**src/rtl/port_pkg.sv**
```systemverilog
// Shared types and status-byte layout for the port_uart_tx peripheral.
package port_pkg;

  typedef enum logic [1:0] {
    IDLE,
    START,
    DATA,
    STOP
  } tx_state_t;

  // Bit positions inside the status byte driven on reads
  localparam int unsigned ST_OVF       = 7;
  localparam int unsigned ST_BUSY      = 6;
  localparam int unsigned ST_FULL      = 5;
  localparam int unsigned ST_EMPTY     = 4;
  localparam int unsigned ST_COUNT_MSB = 3;
  localparam int unsigned ST_COUNT_LSB = 0;

endpackage

```
**src/rtl/port_fifo.sv**
```systemverilog
// Byte FIFO with wrap-bit pointers; the caller guards push/pop against full/empty.
module port_fifo #(
  parameter int unsigned DEPTH = 4
) (
  input  logic       clk,
  input  logic       rst_n,
  input  logic       push,
  input  logic [7:0] wdata,
  input  logic       pop,
  output logic [7:0] rdata,
  output logic       full,
  output logic       empty,
  output logic [3:0] count
);

  localparam int unsigned AW = $clog2(DEPTH);
  localparam logic [AW:0] PTR_ONE = (AW + 1)'(1);

  logic [7:0]  mem [DEPTH];
  logic [AW:0] wptr;
  logic [AW:0] rptr;

  // Pointer advance; the extra MSB distinguishes full from empty
  always_ff @(posedge clk or negedge rst_n) begin
    if (!rst_n) begin
      wptr <= '0;
      rptr <= '0;
    end else begin
      if (push) wptr <= wptr + PTR_ONE;
      if (pop)  rptr <= rptr + PTR_ONE;
    end
  end

  // Storage write; contents need no reset because the pointers gate them
  always_ff @(posedge clk) begin
    if (push) mem[wptr[AW-1:0]] <= wdata;
  end

  assign rdata = mem[rptr[AW-1:0]];
  assign empty = (wptr == rptr);
  assign full  = (wptr[AW] != rptr[AW]) && (wptr[AW-1:0] == rptr[AW-1:0]);
  assign count = 4'(wptr - rptr);

endmodule

```
**src/rtl/port_uart_tx.sv**
```systemverilog
// Port-mapped UART transmitter: write strobe queues a byte, read strobe
// returns a status byte, and an 8N1 shifter drains the queue onto tx.
module port_uart_tx
  import port_pkg::*;
#(
  parameter int unsigned PORT_ID      = 0,
  parameter int unsigned DEPTH        = 4,
  parameter int unsigned CLKS_PER_BIT = 16
) (
  input  logic        clk,
  input  logic        _mr,
  input  logic [7:0]  data_in,
  input  logic [15:0] _port_sel_wr,
  input  logic [15:0] _port_sel_rd,
  output logic [7:0]  data_out,
  output logic        _data_oe,
  output logic        tx,
  output logic        busy
);

  localparam int unsigned BW = (CLKS_PER_BIT > 2) ? $clog2(CLKS_PER_BIT) : 1;
  localparam logic [BW-1:0] BAUD_LAST = BW'(CLKS_PER_BIT - 1);
  localparam logic [BW-1:0] BAUD_ONE  = BW'(1);

  logic        wr_n;
  logic        rd_n;
  logic [2:0]  wr_sync;
  logic [2:0]  rd_sync;
  logic        wr_fall;
  logic        rd_rise;

  tx_state_t   state;
  logic [BW-1:0] baud;
  logic [2:0]  bit_idx;
  logic [7:0]  shifter;
  logic        overflow;

  logic        push;
  logic        pop;
  logic [7:0]  fifo_rdata;
  logic        full;
  logic        empty;
  logic [3:0]  count;
  logic [7:0]  status;

  // Only our select line matters; the rest belong to other peripherals
  logic unused_sel;
  assign unused_sel = &{_port_sel_wr, _port_sel_rd};

  assign wr_n     = _port_sel_wr[PORT_ID];
  assign rd_n     = _port_sel_rd[PORT_ID];
  assign _data_oe = rd_n;

  // Two-flop synchronisers plus one history flop for edge detection
  always_ff @(posedge clk or negedge _mr) begin
    if (!_mr) begin
      wr_sync <= '1;
      rd_sync <= '1;
    end else begin
      wr_sync <= {wr_sync[1:0], wr_n};
      rd_sync <= {rd_sync[1:0], rd_n};
    end
  end

  assign wr_fall = wr_sync[2] & ~wr_sync[1];
  assign rd_rise = ~rd_sync[2] & rd_sync[1];

  // A full FIFO still takes a byte when the shifter pops in the same cycle
  assign pop  = (state == IDLE) && !empty;
  assign push = wr_fall && (!full || pop);
  assign busy = !empty || (state != IDLE);

  port_fifo #(
    .DEPTH (DEPTH)
  ) u_fifo (
    .clk   (clk),
    .rst_n (_mr),
    .push  (push),
    .wdata (data_in),
    .pop   (pop),
    .rdata (fifo_rdata),
    .full  (full),
    .empty (empty),
    .count (count)
  );

  // Sticky overflow: a dropped byte sets it, end of a status read clears it
  always_ff @(posedge clk or negedge _mr) begin
    if (!_mr) begin
      overflow <= 1'b0;
    end else if (wr_fall && full && !pop) begin
      overflow <= 1'b1;
    end else if (rd_rise) begin
      overflow <= 1'b0;
    end
  end

  // Assemble the status byte from the package bit positions
  always_comb begin
    status                            = '0;
    status[ST_OVF]                    = overflow;
    status[ST_BUSY]                   = busy;
    status[ST_FULL]                   = full;
    status[ST_EMPTY]                  = empty;
    status[ST_COUNT_MSB:ST_COUNT_LSB] = count;
  end

  // Registered status snapshot, refreshed every clock
  always_ff @(posedge clk or negedge _mr) begin
    if (!_mr) begin
      data_out <= 8'h10;
    end else begin
      data_out <= status;
    end
  end

  // 8N1 frame sequencer; tx is registered so it changes one clock after pop
  always_ff @(posedge clk or negedge _mr) begin
    if (!_mr) begin
      state   <= IDLE;
      baud    <= '0;
      bit_idx <= '0;
      shifter <= '0;
      tx      <= 1'b1;
    end else begin
      case (state)
        IDLE: begin
          tx   <= 1'b1;
          baud <= '0;
          if (pop) begin
            shifter <= fifo_rdata;
            bit_idx <= '0;
            tx      <= 1'b0;
            state   <= START;
          end
        end
        START: begin
          if (baud == BAUD_LAST) begin
            baud  <= '0;
            tx    <= shifter[0];
            state <= DATA;
          end else begin
            baud <= baud + BAUD_ONE;
          end
        end
        DATA: begin
          if (baud == BAUD_LAST) begin
            baud <= '0;
            if (bit_idx == 3'd7) begin
              tx    <= 1'b1;
              state <= STOP;
            end else begin
              bit_idx <= bit_idx + 3'd1;
              shifter <= {1'b0, shifter[7:1]};
              tx      <= shifter[1];
            end
          end else begin
            baud <= baud + BAUD_ONE;
          end
        end
        STOP: begin
          if (baud == BAUD_LAST) begin
            baud  <= '0;
            state <= IDLE;
          end else begin
            baud <= baud + BAUD_ONE;
          end
        end
        default: state <= IDLE;
      endcase
    end
  end

endmodule
```
**config.mk**
```make
export PLATFORM = sky130hd
export DESIGN_NAME = port_uart_tx
export DESIGN_NICKNAME = d
export VERILOG_FILES = /design/src/rtl/port_pkg.sv /design/src/rtl/port_fifo.sv /design/src/rtl/port_uart_tx.sv
export SDC_FILE = /design/constraint.sdc
export NUM_CORES = 1
export LEC_CHECK = 0
export BUFFER_PORTS_ARGS = -buffer_cell sky130_fd_sc_hd__buf_2
export CAP_MARGIN = 20
export CORE_MARGIN = 3
export CORE_UTILIZATION = 45
export DETAILED_ROUTE_END_ITERATION = 7
export PLACE_DENSITY = 0.76
export SYNTH_ARGS = -nofsm -noshare
export SYNTH_HDL_FRONTEND = slang
export SYNTH_HIERARCHICAL = 1
export SYNTH_SLANG_ARGS = --single-unit
```
**constraint.sdc**
```tcl
create_clock -name clk -period 3.4 [get_ports clk]
set_clock_uncertainty 0.1 [all_clocks]
set_input_delay 0.68 -clock clk [delete_from_list [all_inputs] [get_ports clk]]
set_output_delay 0.68 -clock clk [all_outputs]
set_load 0.02 [all_outputs]
```
# Word-level counts from Yosys, hierarchy flattened
# Memory sizes are Yosys's and may differ from the RTL's.
# Cells that the tools add are included.
word_totals:
  reg_bits: 39
  memories: 1
  ramBits: 32
  wordCells: 79
  out_inout_bits: 11
  input_bits: 42
mem_list:
  columns: ["name", "words", "word_bits", "read_ports", "rd_ports_with_merged_regs", "write_ports", "line_no", "source"]
  rows:
  - ["u_fifo.mem", 4, 8, 1, 0, 1, "port_fifo.sv:19", "logic [7:0] mem [DEPTH];"]
classes:
  n_eq_ne: 14
  reduce_logical: 19
  bitwise_logic: 4
  muxes: 25
  add_sub_neg: 5
ops:
  columns: ["op", "n"]
  rows:
  - ["$mux W8", 3]
  - ["$pmux W8 S2", 1]
  - ["$ne A2 B2 Y1 const B", 6]
  - ["$mux W2", 5]
  - ["$add A3 B1 Y3 const B", 3]
  - ["$mux W3", 3]
  - ["$mux W1", 8]
  - ["$pmux W2 S4", 1]
  - ["$pmux W4 S2", 1]
  - ["$pmux W3 S2", 1]
  - ["$reduce_bool A2 Y1", 3]
  - ["$logic_and A1 B1 Y1", 5]
  - ["$reduce_and A5 Y1", 1]
  - ["$add A4 B1 Y4 const B", 1]
  - ["$eq A2 B2 Y1 const B", 2]
  - ["$eq A4 B4 Y1 const B", 1]
  - ["$mux W4", 1]
  - ["$reduce_and A4 Y1", 1]
  - ["$sub A3 B3 Y4", 1]
  - ["$eq A3 B3 Y1", 1]
  - ["$eq A3 B3 Y1 const B", 1]
  - ["$logic_not A1 Y1", 3]
  - ["$pmux W1 S3", 1]
  - ["$reduce_and A3 Y1", 1]
  - ["9 further kinds", 12]

# Logic depth before layout (Yosys ltp)
logic_depth:
  word_depth: 7
  ltp_mapped: 9
  mapped_depth_nobuf: 7

# Hierarchy
# The synthesis kept the hierarchy.
modules_own_cells:
  columns: ["mod", "area_each_um2", "instances", "seq_area_each_um2", "cells_per_inst"]
  rows:
  - ["port_fifo", 1566.5, 1, 1111.1, 82]
  - ["port_uart_tx", 1452.6, 1, 835.8, 127]

# Worst setup path before layout
# Ideal clock, no wire load.
synth_path:
  kind: "flip-flop to flip-flop"
  start: "register u_fifo.rptr[1]"
  end: "memory u_fifo.mem[3][0], enable pin"
  required_time_ps: 2961
  path_stages_with_launch: 9
  setup_slack_ps: 832
  n_path_buf: 2
  synth_period_minus_slack_ps: 2568
  setup_ps: 339
  arrival_ps: 2128
  cell_sequence: "dfrtp_1 > buf_2 > inv_1 > ha_1 > and3_1 > nand2b_1 > buf_2 > a21oi_1 > and2_1"
synth_between:
  elab_chain_cells: 7
  word_cells_on_any_way: 10
  classes_between: "eq/ne (2); mux (2); reduce/logical (6)"
synth_lines:
  columns: ["element", "line_no", "source"]
  rows:
  - ["start, declared", "port_fifo.sv:21", "logic [AW:0] rptr;"]
  - ["start signal, assigned", "port_fifo.sv:30", "if (pop) rptr <= rptr + PTR_ONE;"]
  - ["$eq A3 B3 Y1", "port_fifo.sv:40", "assign empty = (wptr == rptr);"]
  - ["net empty", "port_uart_tx.sv:42", "logic empty;"]
  - ["$logic_not A1 Y1", "port_uart_tx.sv:69", "assign pop = (state == IDLE) && !empty;"]
  - ["$logic_and A1 B1 Y1", "port_uart_tx.sv:69", null]
  - ["$logic_or A1 B1 Y1", "port_uart_tx.sv:70", "assign push = wr_fall && (!full || pop);"]
  - ["$logic_and A1 B1 Y1", "port_uart_tx.sv:70", null]
  - ["net push", "port_uart_tx.sv:38", "logic push;"]
  - ["$mux W1", "port_fifo.sv:36", "if (push) mem[wptr[AW-1:0]] <= wdata;"]
  - ["$mux W1 (not written as such)", "port_fifo.sv:36", null]
  - ["end, declared", "port_fifo.sv:19", null]
# The timed path passes the listed nets, and every way through them passes these cells.

# Worst setup path after layout
layout_path:
  start: "register u_fifo.wptr[0]"
  end: "memory u_fifo.mem[0][1], enable pin"
layout_between:
  elab_chain_cells: 7
  word_cells_on_any_way: 10
  classes_between: "eq/ne (2); mux (2); reduce/logical (6)"
layout_lines:
  columns: ["element", "line_no", "source"]
  rows:
  - ["start, declared", "port_fifo.sv:20", "logic [AW:0] wptr;"]
  - ["start signal, assigned", "port_fifo.sv:29", "if (push) wptr <= wptr + PTR_ONE;"]
  - ["$eq A3 B3 Y1", "port_fifo.sv:40", null]
  - ["net empty", "port_uart_tx.sv:42", null]
  - ["$logic_not A1 Y1", "port_uart_tx.sv:69", null]
  - ["$logic_and A1 B1 Y1", "port_uart_tx.sv:69", null]
  - ["$logic_or A1 B1 Y1", "port_uart_tx.sv:70", null]
  - ["$logic_and A1 B1 Y1", "port_uart_tx.sv:70", null]
  - ["net push", "port_uart_tx.sv:38", null]
  - ["$mux W1", "port_fifo.sv:36", null]
  - ["$mux W1 (not written as such)", "port_fifo.sv:36", null]
# The timed path passes the listed nets, and every way through them passes these cells.

==> metrics.txt <==
CP max stage delay 510 ps; Gate power share 37.0%; Setup crit end kind register; HP Start wr_sync[0]$_DFF_PN1_; grt total ovfl 0; Place WS 649.7 ps; Syn Area/Cell 14.45 sq um; share of layout cells above drive strength 1 25.51%; CTS Sinks 71; leading area contributor after synthesis edfxtp_1; filler cell count 501; CP max FO 8; Seq/Total Area, Yosys 64.48%; total track usage 14.87%; startpoint types register; Hold Path Class reg2reg; CP delay by family, top simple AND/OR/NAND/NOR gates; Worst Path Buf+Inv 1; Reg-to-Reg Start u_fifo/wptr[0]$_DFFE_PN0P_; FP Rows 29; Crit path arrival time 2640 ps; Final period util 81.21%; total placed cells including tap cells 304; setup_tns 0 ps; cells along the critical path inv_1, ha_1, and3_1, nand2b_1, a21oi_1, and2_1; most frequent cells in the layout edfxtp_1 (32), dfrtp_1 (31), buf_2 (22), a21oi_1 (15), ha_1 (15); Hold Crit Endpoint wr_sync[1]$_DFF_PN1_; clk root buf clkbuf_8; Antenna Cells 0; Post-CTS Setup Bufs 0; clock buffer depth 2; Final setup viols 0; Fmax achieved 362.2 MHz; Psw 1133 uW; Synth cell types 37; dpl hpwl 3.466 mm; top cells by area, synth edfxtp_1 (32%), dfrtp_1 (26%), dfstp_2 (7.0%), ha_1 (6.2%), mux4_2 (6.0%); RSZ-0062 raised after global routing false; Port Buffers 22; WHS Path Cells 0; initial drt markers 92; DR WL met2 2.632 mm; worst skew pair latency 340 ps; WL final 5.173 mm; slowest CP cell and2_1; first-pass GRT wire length 8.694 mm; # IOs 53; die height 87.91 um; routability cong. 0.7649; Final min period 2761 ps; Core Region 6422 sq um; top layer in use met4; most common cell after layout, fill and taps aside edfxtp_1; Synthesized Nets 267; kind of critical path reg2reg; #FFs+latches synth 71; vias in the first global route 1775; post-route ant nets 0; number of hold buffers added after CTS 0; Leak 0.001425 uW; Final Core Density 53.69%; Cells after Synth 209; clock-pin slew on the worst setup and hold paths 70 ps; Max Cap Viol 0; routed wl met3 197 um; maximum vdd ir drop 0.3707 mV; drt drc 0; post_cts resized 0; fin nets 296; vias per cell 5.469; WP data required 3280 ps; Post-Layout Cell Count 320; Starting Density 47.01%; FF-to-FF path depth 6; Slew headroom 43.82%; setup ws final 638.8 ps; CTS tree built; H-tree levels 3; Min Hold Slack 258.3 ps; Clock power frac 24.6%; Sw Ratio 34.41%; number of buffers created by CTS 9; number of warnings issued by yosys 6; Seq pwr share 38.5%; status finished clean; die footprint 7728 sq um; Worst R2R Setup Slack 640 ps; Syn-to-layout area delta 14.21%; cell area after synthesis 3019 sq um; Crit Reg-Reg Endpoint u_fifo/mem[0][1]$_DFFE_PP_; first drt pass iteration count 4; Final Hold Viols 0; routed len/inst 16.17 um; wire length on met1 2.316 mm; routed via count 1750; largest net degree at the start of global routing 40; Die X-Extent 87.91 um; internal power consumption 2158 uW; worst-margin pin slew 842.8 ps; antenna violations before repair 0; Synth top area share 31.83%; PwrDens 954.3 nW/um^2; Slew Limit Fails 0
[cells by family (layout without fill, tap and decap cells)]
kind of cell / count (synthesis) / in the layout / synth area share [%]
flops: 71 / 71 / 64.48
simple gates: 33 / 33 / 5.429
xor+xnor: 6 / 6 / 1.741
fa+ha+maj: 16 / 16 / 6.879
buf+inv: 20 / 54 / 3.232
compound gates: 53 / 53 / 11.52
mux: 10 / 10 / 6.713
[cell type report]
cell class	instances	area, sq um	share of cell area, %
inverter	12	45.04	1.306
clock inverter	7	121.4	3.520
multi-input combinational	118	974.7	28.27
timing repair buffer	26	140.1	4.064
sequential	71	1947	56.46
clock buffer	9	123.9	3.592
tap	77	96.34	2.794
[state kept, by name, indices dropped and copies added (netlist names)]
| signal | flops |
|---|---|
| rd_sync | 3 |
| bit_idx | 3 |
| wr_sync | 3 |
| u_fifo/rptr | 3 |
| u_fifo/wptr | 3 |
| u_fifo/mem | 32 |
| state | 2 |
| tx | 1 |
| data_out | 8 |
| baud | 4 |
| shifter | 8 |
| overflow | 1 |
[how the worst max path moves through the flow]
stage | start | to | slack (ps) | cells after the start
after global routing | u_fifo/wptr[0]$_DFFE_PN0P_ | u_fifo/mem[3][7]$_DFFE_PP_ | 410 | 6
after global placement | u_fifo/wptr[0]$_DFFE_PN0P_ | u_fifo/mem[3][2]$_DFFE_PP_ | 670 | 6
after CTS | u_fifo/wptr[0]$_DFFE_PN0P_ | u_fifo/mem[0][4]$_DFFE_PP_ | 630 | 6
final | u_fifo/wptr[0]$_DFFE_PN0P_ | u_fifo/mem[0][1]$_DFFE_PP_ | 640 | 6
after floorplan | u_fifo/rptr[1]$_DFFE_PN0P_ | u_fifo/mem[3][0]$_DFFE_PP_ | 830 | 8
after detailed placement | u_fifo/wptr[0]$_DFFE_PN0P_ | u_fifo/mem[3][3]$_DFFE_PP_ | 650 | 6
[through the flow]
step	area [sq um]	power, uW
after floorplan	3019	2194
after detailed placement	3203	2503
after global routing	3448	3526
after CTS	3448	3329
final	3448	3291
after global placement	3203	2443
[power by group through the flow]
stage	sequential [uW]	combinational, uW	clock [uW]
after global routing	1290	1380	858
after floorplan	1310	881	0
after CTS	1270	1230	830
after detailed placement	1280	1220	0
final	1270	1220	808
after global placement	1270	1170	0
[synth_stat cells]
cell       count
nor2b_1        1
mux4_2         8
dfstp_2        8
or2_1          1
a22o_1         1
xor2_1         4
a31oi_1        1
o21ai_0       10
nor3_1         1
o21ai_2        1
o22a_1         6
edfxtp_1      32
nand4b_1       1
a22oi_1        1
buf_6          1
dfrtp_1       31
a32o_1         1
and2_1         4
inv_1         12
buf_4          3
o2bb2ai_1      1
and3_1         5
nand2_1       12
clkbuf_1       1
xnor2_1        2
ha_1          15
a21oi_1       15
a22oi_4        1
nand2b_1       2
mux2_2         2
o22ai_1       12
o221ai_1       1
nand3_1        1
fa_1           1
nor2_1         5
a21o_1         2
buf_2          3
[metal layers]
| layer | up-vias | GRT usage [%] |
|---|---|---|
| li1 | 834 | - |
| met1 | 882 | 19.49 |
| met2 | 30 | 23.97 |
| met3 | 4 | 4.421 |
| met4 | 0 | 4.603 |
| met5 | - | 0 |
Note: power is estimated with default switching activity, not from simulation.
